<file path="src/rtl/store_buffer_pkg.sv">
`default_nettype none
// +------------------------------------------------------------------+
// | store_buffer_pkg                                                 |
// | Shared constants, state encoding and entry layout for the        |
// | committed-store write buffer.                                    |
// | Rev 1.0 - initial release                                        |
// +------------------------------------------------------------------+
package store_buffer_pkg;

  localparam int DATA_WIDTH   = 32;
  localparam int WB_SIZE      = 8;
  localparam int WB_TAG_WIDTH = 3;

  // Address bits that select the memory-mapped IO window (UART).
  localparam int         IO_ADDR_HI    = 17;
  localparam int         IO_ADDR_LO    = 16;
  localparam logic [1:0] IO_ADDR_MATCH = 2'b11;

  localparam logic TRUE  = 1'b1;
  localparam logic FALSE = 1'b0;

  typedef enum logic [1:0] {
    ST_IDLE  = 2'd0,
    ST_REQ   = 2'd1,
    ST_WRITE = 2'd2
  } sb_state_t;

  typedef struct packed {
    logic [DATA_WIDTH-1:0] addr;
    logic [DATA_WIDTH-1:0] data;
    logic [2:0]            nbytes;
  } sb_entry_t;

  // True when the address falls in the IO window.
  function automatic logic is_io_addr(input logic [DATA_WIDTH-1:0] addr);
    return addr[IO_ADDR_HI:IO_ADDR_LO] == IO_ADDR_MATCH;
  endfunction

endpackage
`default_nettype wire

</file>
<file path="src/rtl/store_buffer_conflict.sv">
`default_nettype none
// +------------------------------------------------------------------+
// | store_buffer_conflict                                            |
// | Word-granular overlap check between a pending load and every     |
// | valid store-buffer entry. Purely combinational.                  |
// | Rev 1.0 - initial release                                        |
// +------------------------------------------------------------------+
module store_buffer_conflict
  import store_buffer_pkg::*;
(
  input  logic [WB_SIZE-1:0]                   valid,
  input  logic [WB_SIZE-1:0][DATA_WIDTH-3:0]   entry_word,
  input  logic [DATA_WIDTH-3:0]                load_word,
  output logic                                 conflict
);

  logic [WB_SIZE-1:0] w_hit;

  for (genvar i = 0; i < WB_SIZE; i++) begin : g_cmp
    assign w_hit[i] = valid[i] && (entry_word[i] == load_word);
  end

  assign conflict = |w_hit;

endmodule
`default_nettype wire

</file>
<file path="src/rtl/store_buffer.sv">
`default_nettype none
// +------------------------------------------------------------------+
// | store_buffer                                                     |
// | 8-slot circular buffer of committed stores drained one byte per  |
// | cycle through a shared, arbitrated RAM port. IO stores are       |
// | throttled against the UART transmit FIFO.                        |
// | Rev 1.0 - initial release                                        |
// +------------------------------------------------------------------+
module store_buffer
  import store_buffer_pkg::*;
(
  input  logic                  clk,
  input  logic                  rst,
  input  logic                  rdy,
  input  logic                  in_rob_ce,
  input  logic [DATA_WIDTH-1:0] in_rob_addr,
  input  logic [DATA_WIDTH-1:0] in_rob_data,
  input  logic [2:0]            in_rob_size,
  output logic                  out_full,
  output logic                  out_empty,
  output logic                  out_mem_req,
  input  logic                  in_mem_gnt,
  output logic                  out_ram_wr,
  output logic [DATA_WIDTH-1:0] out_ram_addr,
  output logic [7:0]            out_ram_data,
  input  logic                  in_uart_full,
  input  logic [DATA_WIDTH-1:0] in_load_addr,
  output logic                  out_load_conflict
);

  sb_state_t               r_state;
  sb_state_t               w_state_nxt;
  logic [WB_TAG_WIDTH-1:0] r_head;
  logic [WB_TAG_WIDTH-1:0] r_tail;
  sb_entry_t               r_entries [WB_SIZE];
  logic [1:0]              r_byte_idx;
  logic                    r_wr;
  logic [DATA_WIDTH-1:0]   r_ram_addr;
  logic [7:0]              r_ram_data;
  logic [1:0]              r_wait_uart;

  sb_entry_t               w_head_entry;
  logic [WB_TAG_WIDTH-1:0] w_count;
  logic                    w_full;
  logic                    w_empty;
  logic                    w_push;
  logic                    w_head_io;
  logic                    w_head_blocked;
  logic                    w_last_byte;
  logic [1:0]              w_next_idx;
  logic                    w_load_first;
  logic                    w_load_next;
  logic                    w_finish;

  logic [WB_SIZE-1:0]                 w_valid;
  logic [WB_SIZE-1:0][DATA_WIDTH-3:0] w_entry_word;
  logic                               w_unused_load_lsbs;

  assign w_head_entry = r_entries[r_head];
  assign w_count      = r_tail - r_head;
  // One slot stays empty so that full and empty are distinguishable.
  assign w_full       = (r_tail + WB_TAG_WIDTH'(1)) == r_head;
  assign w_empty      = (r_head == r_tail);
  assign w_push       = rdy & in_rob_ce & ~w_full;

  // IO heads wait for UART room and for the post-IO settle window.
  assign w_head_io      = is_io_addr(w_head_entry.addr);
  assign w_head_blocked = w_head_io & (in_uart_full | (r_wait_uart != 2'd0));

  assign w_last_byte = ({1'b0, r_byte_idx} == (w_head_entry.nbytes - 3'd1));
  assign w_next_idx  = r_byte_idx + 2'd1;

  // Entry i is live when it lies in [head, tail) modulo the ring size.
  for (genvar i = 0; i < WB_SIZE; i++) begin : g_entry
    logic [WB_TAG_WIDTH-1:0] w_offset;
    assign w_offset        = WB_TAG_WIDTH'(i) - r_head;
    assign w_valid[i]      = (w_offset < w_count);
    assign w_entry_word[i] = r_entries[i].addr[DATA_WIDTH-1:2];
  end

  // Byte offset within the word plays no part in word-overlap detection.
  assign w_unused_load_lsbs = ^in_load_addr[1:0];

  store_buffer_conflict u_conflict (
    .valid      (w_valid),
    .entry_word (w_entry_word),
    .load_word  (in_load_addr[DATA_WIDTH-1:2]),
    .conflict   (out_load_conflict)
  );

  // Drain FSM: next state plus the datapath strobes for each phase.
  always_comb begin
    w_state_nxt  = r_state;
    w_load_first = FALSE;
    w_load_next  = FALSE;
    w_finish     = FALSE;
    out_mem_req  = FALSE;
    case (r_state)
      ST_IDLE: begin
        if (!w_empty && !w_head_blocked) begin
          w_state_nxt = ST_REQ;
        end
      end
      ST_REQ: begin
        out_mem_req = TRUE;
        if (in_mem_gnt) begin
          w_load_first = TRUE;
          w_state_nxt  = ST_WRITE;
        end
      end
      ST_WRITE: begin
        out_mem_req = TRUE;
        if (w_last_byte) begin
          w_finish    = TRUE;
          w_state_nxt = ST_IDLE;
        end else begin
          w_load_next = TRUE;
        end
      end
      default: w_state_nxt = ST_IDLE;
    endcase
  end

  // FSM state register; frozen while rdy is low.
  always_ff @(posedge clk) begin
    if (rst) begin
      r_state <= ST_IDLE;
    end else if (rdy) begin
      r_state <= w_state_nxt;
    end
  end

  // Entry storage; contents outside [head, tail) are don't-care, so no reset.
  always_ff @(posedge clk) begin
    if (!rst && w_push) begin
      r_entries[r_tail] <= '{addr: in_rob_addr, data: in_rob_data, nbytes: in_rob_size};
    end
  end

  // Pointers, byte sequencer, RAM output registers and UART settle counter.
  always_ff @(posedge clk) begin
    if (rst) begin
      r_head      <= '0;
      r_tail      <= '0;
      r_byte_idx  <= 2'd0;
      r_wr        <= FALSE;
      r_ram_addr  <= '0;
      r_ram_data  <= 8'd0;
      r_wait_uart <= 2'd0;
    end else if (rdy) begin
      if (w_push) begin
        r_tail <= r_tail + WB_TAG_WIDTH'(1);
      end
      if (r_wait_uart != 2'd0) begin
        r_wait_uart <= r_wait_uart - 2'd1;
      end
      if (w_load_first) begin
        r_ram_addr <= w_head_entry.addr;
        r_ram_data <= w_head_entry.data[7:0];
        r_wr       <= TRUE;
        r_byte_idx <= 2'd0;
      end
      if (w_load_next) begin
        r_ram_addr <= w_head_entry.addr + DATA_WIDTH'(w_next_idx);
        r_ram_data <= w_head_entry.data[{w_next_idx, 3'b000} +: 8];
        r_byte_idx <= w_next_idx;
      end
      if (w_finish) begin
        r_head <= r_head + WB_TAG_WIDTH'(1);
        r_wr   <= FALSE;
        if (w_head_io) begin
          r_wait_uart <= 2'd2;
        end
      end
    end
  end

  assign out_full     = w_full;
  assign out_empty    = w_empty;
  assign out_ram_wr   = r_wr & rdy;
  assign out_ram_addr = r_ram_addr;
  assign out_ram_data = r_ram_data;

endmodule
`default_nettype wire

</file>
<file path="config.mk">
export PLATFORM = sky130hd
export DESIGN_NAME = store_buffer
export DESIGN_NICKNAME = d
export VERILOG_FILES = /design/src/rtl/store_buffer_pkg.sv /design/src/rtl/store_buffer_conflict.sv /design/src/rtl/store_buffer.sv
export SDC_FILE = /design/constraint.sdc
export NUM_CORES = 1
export LEC_CHECK = 0
export CAP_MARGIN = 30
export CORE_ASPECT_RATIO = 0.7
export CORE_MARGIN = 3
export CORE_UTILIZATION = 55
export CTS_BUF_LIST = sky130_fd_sc_hd__clkbuf_4 sky130_fd_sc_hd__clkbuf_8
export CTS_CLUSTER_DIAMETER = 120
export CTS_CLUSTER_SIZE = 12
export DETAILED_ROUTE_END_ITERATION = 8
export HOLD_SLACK_MARGIN = 0.15
export PLACE_DENSITY_LB_ADDON = 0.25
export SLEW_MARGIN = 40
export SYNTH_ARGS = -nofsm -noshare
export SYNTH_HDL_FRONTEND = slang
export SYNTH_SLANG_ARGS = --single-unit
</file>
<file path="constraint.sdc">
create_clock -name clk -period 10.9 [get_ports clk]
set_clock_uncertainty 0.05 [all_clocks]
set_input_delay 1.635 -clock clk [delete_from_list [all_inputs] [get_ports clk]]
set_output_delay 1.635 -clock clk [all_outputs]
set_load 0.02 [all_outputs]
</file>
; Word-level counts from Yosys, hierarchy flattened
; Memory sizes are Yosys's and may differ from the RTL's. A register that Yosys moved wholly into a read port is not among the register bits.
; Index checks and enable logic that the tools add are counted.
[classes]
reduce_logical = 24
shift = 1
div_mod_pow = 0
order_cmp = 8
bitwise_logic = 6
mux = 26
eq_ne = 17
mul = 0
n_addsub = 15
[ops]
columns = cell, count
row1 = 30-bit equality test, 8
row2 = 32-bit two-way mux, 2
row3 = 32-bit by 2-bit adder with 32-bit output, 1
row4 = 32-bit by 6-bit variable part select with 8-bit output, 1
row5 = 3-bit < comparator, 8
row6 = 2-bit two-way mux, 8
row7 = 8-bit two-way mux, 2
row8 = 3-bit subtractor (first input constant), 4
row9 = 1-bit two-way mux, 11
row10 = 1-bit logical AND, 10
row11 = 2-bit AND reduction, 4
row12 = 8-bit OR reduction, 1
row13 = 3-bit by 1-bit adder with 3-bit output (second input constant), 2
row14 = 3-bit equality test, 2
row15 = 3-bit two-way mux, 2
row16 = 2-bit inequality test (second input constant), 3
row17 = 2-bit one-hot mux with 3 select lines, 1
row18 = 2-bit nonzero test, 3
row19 = 1-bit by 3-bit subtractor with 3-bit output (first input constant), 2
row20 = 2-bit by 3-bit subtractor with 3-bit output (first input constant), 2
row21 = 1-bit AND, 4
row22 = 2-bit equality test (second input constant), 2
row23 = 4-bit AND reduction, 1
row24 = 2-bit by 3-bit equality test with 1-bit output, 1
row25 = other kinds (10), 12
[word_totals]
memories = 1
mem_bits_rw = 536
reg_bits = 53
word_cells = 106
romBits = 0
latch_bits = 0
inputBits = 105
[mem_list]
columns = name, depth, width, rd, rd_clocked_by_memory_dff, write_ports, line
row1 = r_entries, 8, 67, 9, 1, 1, store_buffer.sv:35  ; sb_entry_t r_entries [WB_SIZE];

; Longest topological paths before layout
; Gate-level depths: netlist of the first run.
[logic_depth]
ltp_word = 7
ltp_mapped = 21

; By module
; A second synthesis of the first run with hierarchy kept.
[unflattened]
hier_cells = 1600
area_unflattened_um2 = 27229.9
[modules_own_cells]
columns = mod, cells_per_inst, area_per_inst_um2, n_inst, seq_area_each_um2
row1 = store_buffer, 1245, 24257.0, 1, 17216.5
row2 = store_buffer_conflict, 355, 2972.9, 1, 0.0

; Worst setup path after synthesis of the first run
; No wires, ideal clock.
[synth_path]
path_kind = input -> register
from = in rdy
to = mem r_entries[4][0] in the netlist's numbering (enable)
path_stages = 5
required_ns = 10.193
arrival_time_ns = 8.686
slack_ns = 1.506
cell_sequence = clkbuf_1 > nand2_1 > nor2_1 > nand2_1 > nor4_1
[synth_via]
elab_chain_len = 5
[synth_lines]
columns = element, line
row1 = "start, declared", store_buffer.sv:14  ; input logic rdy,
row2 = 1-bit AND (2 in a row), store_buffer.sv:64  ; assign w_push = rdy & in_rob_ce & ~w_full;
row3 = 1-bit logical AND, store_buffer.sv:135  ; if (!rst && w_push) begin
row4 = 1-bit two-way mux, store_buffer.sv:135
row5 = 1-bit two-way mux (not written as such), store_buffer.sv:136  ; r_entries[r_tail] <= '{addr: in_rob_addr, data: in_rob_data, nbytes: in_rob_size};
row6 = "end, declared", store_buffer.sv:35
; Every way passes these cells.

; Worst setup path after layout of the first run
[layout_path]
from = in in_load_addr[19]
to = out out_load_conflict
[layout_via]
elab_chain_len = 3
[layout_lines]
columns = element, line
row1 = "start, declared", store_buffer.sv:27  ; input logic [DATA_WIDTH-1:0] in_load_addr,
row2 = 30-bit equality test, store_buffer_conflict.sv:20  ; assign w_hit[i] = valid[i] && (entry_word[i] == load_word);
row3 = 1-bit logical AND, store_buffer_conflict.sv:20
row4 = 8-bit OR reduction *, store_buffer_conflict.sv:23  ; assign conflict = |w_hit;
row5 = "end, declared", store_buffer.sv:28  ; output logic out_load_conflict
; Every way passes the cells marked *; elsewhere a longest branch is shown, timed or not.

==> results.py, run 1 <==
metrics = {
    "global_route": {
        "grt-busiest-layer": "met1",
        "met2_usage": 0.397,
        "grt.overflow.total": 0,
        "grt_pass1_wl_mm": 105,
        "grt_util_all_layers": 0.283,
        "use_met1": 0.449,
        "first_global_vias": 15100,
        "grt_max_degree": 63,
        "antenna_found_initial": 6,
        "gr-usage-met3": 0.0777,
    },
    "timing": {
        "worst_pin_slew_ps": 953,
        "finalMaxSlewViolations": 0,
        "setup_viol": 0,
        "relSlewSlack": 0.359,
        "holdWs_ps": 410,
        "min_period_ps": 7090,
        "setup_slack_ps": 3810,
        "rsz0062_at_grt": "false",
        "finalSetupTns_ps": 0,
        "hold_viol": 0,
        "layout_worst_path_cycle_share": 0.651,
        "clock.fmax_mhz": 141,
    },
    "synthesis": {
        "syn_inst": 1627,
        "synth_nets": 1753,
        "async_flop_share": 0,
        "ys_ff_latch": 592,
        "yosys_warnings": 0,
        "syn-cell-area_sq_um": 26700,
        "ys_seq_area_frac": 0.645,
        "ys.flop_type": "edfxtp_1",
        "syn_avg_cell_area_sq_um": 16.4,
        "ys_types": 73,
        "synth_edf_count": 536,
    },
    "critical_path": {
        "cp_slowest_cell": "clkdlybuf4s50_1",
        "crit_required_ps": 9220,
        "cp-end-kind": "output port",
        "critPathMaxStageDelay_ps": 730,
        "worst-path-buf-inv": 2,
        "cpLargestDelayFamily": "buffers and inverters",
        "crit_type": "in2out",
        "worstPathArrival_ps": 5410,
        "cp_cell_sequence": "clkdlybuf4s50_1 -> xnor2_1 -> nand4_1 -> nor4_1 -> nand4_1 -> nor2_1 -> a221oi_1 -> o311ai_0 -> clkdlybuf4s50_1",
        "startpoint_type": "input pin",
        "path_max_fanout": 8,
    },
    "final_layout": {
        "fillers": 3353,
        "final_common_cell": "edfxtp_1",
        "syn2layout_area_growth_pct": 11.5,
        "final_cell_mix": "edfxtp_1 (536), xor2_1 (199), clkdlybuf4s50_1 (146)",
        "num-nets-final": 1879,
        "drive_gt1_frac": 0.151,
    },
    "die": {
        "initial_core_util": 0.566,
        "die_height_um": 190,
        "pin_count": 150,
        "die_area_sq_um": 51200,
        "rows": 66,
        "dieWidth_um": 269,
        "core_area_sq_um": 47200,
    },
    "power": {
        "p_sw_mw": 0.907,
        "p_per_area_nw_per_um2": 135,
        "combPwrFrac": 0.063,
        "irDropWorstVdd_mv": 0.0840,
        "swShare": 0.225,
        "p_leak_nw": 9.11,
        "p_clk_frac": 0.316,
        "intPower_mw": 3.12,
        "p_seq_frac": 0.621,
    },
    "placed_design": {
        "hpwl_mm": 49.9,
        "gp_congestion": 0.984,
        "post-place-ws_ps": 3780,
        "io_buffers": 147,
    },
    "cts": {
        "clock-sinks": 592,
        "clockBufferDepth": 3,
        "cts_buffers": 55,
        "htreeDepth": 2,
        "postCtsResizedCells": 0,
        "cts_hold_buf": 0,
        "cts_tree": "built",
        "clk_latency_ps": 690,
        "cts_setup_buffers": 0,
        "clkTransAtPathRegs_ps": 80,
        "cts_root_buffer": "clkbuf_8",
    },
    "detailed_routing": {
        "antenna_left": 0,
        "first_pass_iters": 6,
        "vias": 15800,
        "drt-total-wl_mm": 73.0,
        "via_per_inst": 6.50,
        "drtIter0Drc": 2622,
        "post_drt_wl_per_cell_um": 30.1,
        "drc": 0,
    },
    "flow_run": {
        "drv_cap": 0,
    },
    "worst_hold_path": {
        "hold_path.class": "reg2reg",
    },
    "status": {
        "status": "completed",
    },
}
==> flip-flops by register name, summed over array words and instances, names as in the netlist, named ones only <==
name and flops:
r_byte_idx 2, r_head 3, r_entries 536, out_ram_addr 32, r_tail 3, out_ram_data 8
r_state 2, r_wait_uart 2, r_wr 1
==> final cells by class <==
| class | count | area, sq um | area share |
|---|---|---|---|
| diodes | 2 | 5.00 | 0.000168 |
| clock buffers | 76 | 915 | 0.0308 |
| clock inverters | 4 | 41.3 | 0.00139 |
| inverters | 20 | 75.1 | 0.00252 |
| multi-input cells | 911 | 8970 | 0.302 |
| flip-flops and latches | 592 | 17200 | 0.579 |
| well taps | 646 | 808 | 0.0272 |
| repair buffers | 173 | 1700 | 0.0571 |
==> worst register-to-register path, delay by kind of cell, from the launching register on <==
family | cells | cell delay [ps]
compound gates | 5 | 1750
buf+inv | 3 | 1100
flops | 1 | 880
xor+xnor | 1 | 170
fa+ha+maj | 1 | 320
simple gates | 4 | 470
==> worst paths after layout <==
kind / startpoint / to / slack (ps) / cells after the start
worst max-delay path: in_load_addr[19] / out_load_conflict / 3810 / 9
worst min register to register: out_ram_addr[4] / out_ram_addr[4] / 410 / 2
worst max register to register: register / out_ram_addr[13] / 6070 / 14
worst min-delay path: out_ram_addr[4] / out_ram_addr[4] / 410 / 2
==> cells in the mapped netlist (5+ instances only) <==
| library cell | n | area [sq um] |
|---|---|---|
| nand2_1 | 38 | 143 |
| nor3_1 | 22 | 110 |
| xnor2_1 | 67 | 587 |
| nor4_1 | 58 | 363 |
| or4_1 | 5 | 37.5 |
| xor2_1 | 199 | 1740 |
| nor2_1 | 59 | 221 |
| mux2_2 | 6 | 67.6 |
| a21oi_1 | 21 | 105 |
| buf_6 | 6 | 67.6 |
| or3_1 | 11 | 68.8 |
| dfxtp_1 | 56 | 1120 |
| inv_1 | 19 | 71.3 |
| mux2i_1 | 69 | 691 |
| o2111ai_1 | 7 | 61.3 |
| and2_1 | 6 | 37.5 |
| mux4_1 | 7 | 184 |
| a211oi_1 | 22 | 165 |
| ha_1 | 19 | 238 |
| buf_2 | 23 | 115 |
| a31oi_1 | 10 | 62.6 |
| and3_1 | 11 | 68.8 |
| nand4_1 | 25 | 156 |
| nand3_1 | 31 | 155 |
| clkbuf_1 | 59 | 221 |
| edfxtp_1 | 536 | 16100 |
| a2111o_1 | 5 | 56.3 |
| buf_4 | 8 | 60.1 |
| nand3b_1 | 5 | 37.5 |
| a22oi_1 | 10 | 75.1 |
| a221oi_1 | 7 | 61.3 |
| mux4_2 | 119 | 2680 |
| or2_2 | 5 | 31.3 |
| nor2b_1 | 6 | 37.5 |
==> logic make-up after synthesis <==
family	share of synthesized area
compound gates	0.0362
simple gates	0.0612
buf+inv	0.0234
flops	0.645
xor+xnor	0.0873
mux	0.136
fa+ha+maj	0.0104
==> metrics by stage <==
| step | instance area [sq um] | total power [mW] | utilization | cells |
|---|---|---|---|---|
| finish | 29700 | 4.02 | 0.631 | 2424 |
| global route | 29700 | 4.15 | 0.631 | 2422 |
| CTS | 29700 | 4.04 | 0.630 | 2421 |
| detailed placement | 28700 | 2.79 | 0.610 | 2341 |
| global placement | 28700 | 2.79 | 0.608 | 2339 |
| floorplan | 26700 | 2.66 | - | 1627 |
==> power groups by stage <==
| stage | logic [mW] | clock network [mW] | registers [mW] |
|---|---|---|---|
| after CTS | 0.246 | 1.29 | 2.50 |
| after detailed placement | 0.244 | 0 | 2.55 |
| after global routing | 0.264 | 1.38 | 2.50 |
| final | 0.252 | 1.27 | 2.50 |
| after global placement | 0.238 | 0 | 2.55 |
| after floorplan | 0.109 | 0 | 2.56 |
==> layer usage <==
| layer | part of all wire | routed length, um |
|---|---|---|
| met1 | 0.44 | 31900 |
| met2 | 0.42 | 30800 |
| met3 | 0.12 | 8970 |
| met4 | 0.017 | 1210 |
| met5 | 0.00064 | 47 |
Note: power is estimated with default switching activity, not from simulation.
==> run 2, diff against run 1 <==
==> constraint.sdc (replaced) <==
create_clock -name clk -period 6.2 [get_ports clk]
set_clock_uncertainty 0.05 [all_clocks]
set_input_delay 0.93 -clock clk [delete_from_list [all_inputs] [get_ports clk]]
set_output_delay 0.93 -clock clk [all_outputs]
set_load 0.02 [all_outputs]
==> results.py, run 2 (synthesis results as in run 1) <==
metrics = {
    "status": {
        "status": "completed",
    },
    "placed_design": {
        "io_buffers": 147,
        "hpwl_mm": 51.1,
        "placed_area_sq_um": 28900,
        "placedCellCount": 2355,
        "gp_congestion": 0.998,
    },
    "critical_path": {
        "worstPathArrival_ps": 4600,
        "cp-end-kind": "output port",
        "crit_required_ps": 5220,
        "crit_type": "reg2out",
        "path_max_fanout": 7,
        "startpoint_type": "register",
    },
    "final_layout": {
        "largest_reg_flops": 536,
        "drive_gt1_frac": 0.155,
        "syn2layout_area_growth_pct": 12.1,
        "final_common_cell": "edfxtp_1",
        "multiInputGateArea_sq_um": 8950,
        "final-instance-count-excl-fill": 2439,
        "fillers": 3350,
        "fin_area_sq_um": 29900,
        "regArea_sq_um": 17200,
        "regMostFlops": "r_entries",
        "final_cell_mix": "edfxtp_1 (536), xor2_1 (199), clkdlybuf4s50_1 (146)",
        "num-nets-final": 1893,
    },
    "flow_run": {
        "drv_cap": 0,
    },
    "power": {
        "intPower_mw": 5.48,
        "p_leak_nw": 9.19,
        "irDropWorstVdd_mv": 0.158,
        "swShare": 0.226,
        "p_sw_mw": 1.60,
        "combPwrFrac": 0.064,
        "p_seq_frac": 0.620,
        "p_clk_frac": 0.316,
        "p_per_area_nw_per_um2": 237,
    },
    "die": {
        "die_area_sq_um": 51200,
        "initial_core_util": 0.566,
        "dieWidth_um": 269,
        "pin_count": 150,
        "rows": 66,
        "core_area_sq_um": 47200,
        "die_height_um": 190,
    },
    "cts": {
        "cts_tree": "built",
        "htreeDepth": 2,
        "cts_buffers": 55,
        "cts_setup_buffers": 0,
        "cts_hold_buf": 0,
        "clock-sinks": 592,
        "clockBufferDepth": 3,
        "clk_latency_ps": 660,
        "postCtsResizedCells": 0,
        "cts_root_buffer": "clkbuf_8",
        "clkTransAtPathRegs_ps": 80,
    },
    "timing": {
        "min_period_ps": 5580,
        "setup_viol": 0,
        "layout_worst_path_cycle_share": 0.901,
        "finalSetupTns_ps": 0,
        "rsz0062_at_grt": "false",
        "worst_pin_slew_ps": 990,
        "relSlewSlack": 0.334,
        "hold_viol": 0,
        "clock.fmax_mhz": 179,
        "finalMaxSlewViolations": 0,
    },
    "global_route": {
        "grt_util_all_layers": 0.289,
        "grt_max_degree": 59,
        "antenna_found_initial": 5,
        "first_global_vias": 15200,
        "grt_pass1_wl_mm": 107,
        "grt.overflow.total": 0,
    },
    "detailed_routing": {
        "post_drt_wl_per_cell_um": 30.4,
        "drt-total-wl_mm": 74.1,
        "drtIter0Drc": 2285,
        "first_pass_iters": 7,
        "antenna_left": 0,
        "vias": 15800,
        "drc": 0,
        "via_per_inst": 6.48,
    },
    "worst_hold_path": {
        "hold_path.class": "reg2reg",
    },
}
## run 2: cell types whose count changed in the layout (fill, tap and decap cells not counted), moves of 2 or more
cell / previous run / this run
buf_16: 0 / 2
buf_4: 18 / 29
mux2i_1: 67 / 65
mux2i_2: 3 / 5
buf_6: 6 / 2
nor4_4: 1 / 3
buf_12: 0 / 5
nor4_1: 51 / 56
nor4_2: 8 / 1
## run 2: worst max-delay path, cell delays in order (launching register included)
cell,delay (ps)
dfxtp_1,610
inv_1,160
ha_1,230
inv_1,120
fa_1,420
inv_1,150
ha_1,250
a21oi_1,340
nor2_1,180
a2111oi_0,460
nor4_1,120
o311ai_0,190
clkdlybuf4s50_1,720
## run 2: path summary, 6_finish.rpt
kind / slack, ps / end / cells after the start / startpoint
setup reg to reg: 1890 / out_ram_addr[25] / 9 / register
hold reg to reg: 410 / out_ram_addr[0] / 2 / out_ram_addr[0]
setup / recovery: 620 / out_load_conflict / 12 / r_tail[0]
hold / removal: 410 / out_ram_addr[0] / 2 / out_ram_addr[0]
## run 2: metrics by stage
| step | util | power (mW) | hold WS, ps | setup slack, ps |
|---|---|---|---|---|
| floorplan | - | 4.68 | 413 | 350 |
| global placement | 0.611 | 4.91 | 391 | 813 |
| detailed placement | 0.613 | 4.92 | 401 | 842 |
| CTS | 0.634 | 7.10 | 413 | 659 |
| global route | 0.634 | 7.30 | 457 | 530 |
| finish | 0.634 | 7.08 | 409 | 616 |
## run 2: area by class of cell
class,count,area share
sequential,592,0.576
multi-input combinational,911,0.299
timing repair buffer,187,0.0632
clock buffer,76,0.0306
tap,646,0.0270
inverter,20,0.00251
clock inverter,4,0.00138
antenna,3,0.000251
## run 2: power by group through the flow
stage                     clock [mW]  sequential, mW  combinational [mW]
final                           2.24            4.39               0.451
after global routing            2.43            4.40               0.472
after CTS                       2.27            4.39               0.441
after detailed placement           0            4.48               0.438
after global placement             0            4.48               0.427
after floorplan                    0            4.49               0.191
## run 2: routing by layer
metal | part of all wire | wire length, um | GRT usage
met2 | 0.42 | 31400 | 0.405
met5 | 0.00047 | 35 | 0
met1 | 0.44 | 32500 | 0.466
met3 | 0.12 | 9100 | 0.0679
met4 | 0.015 | 1080 | 0.0492
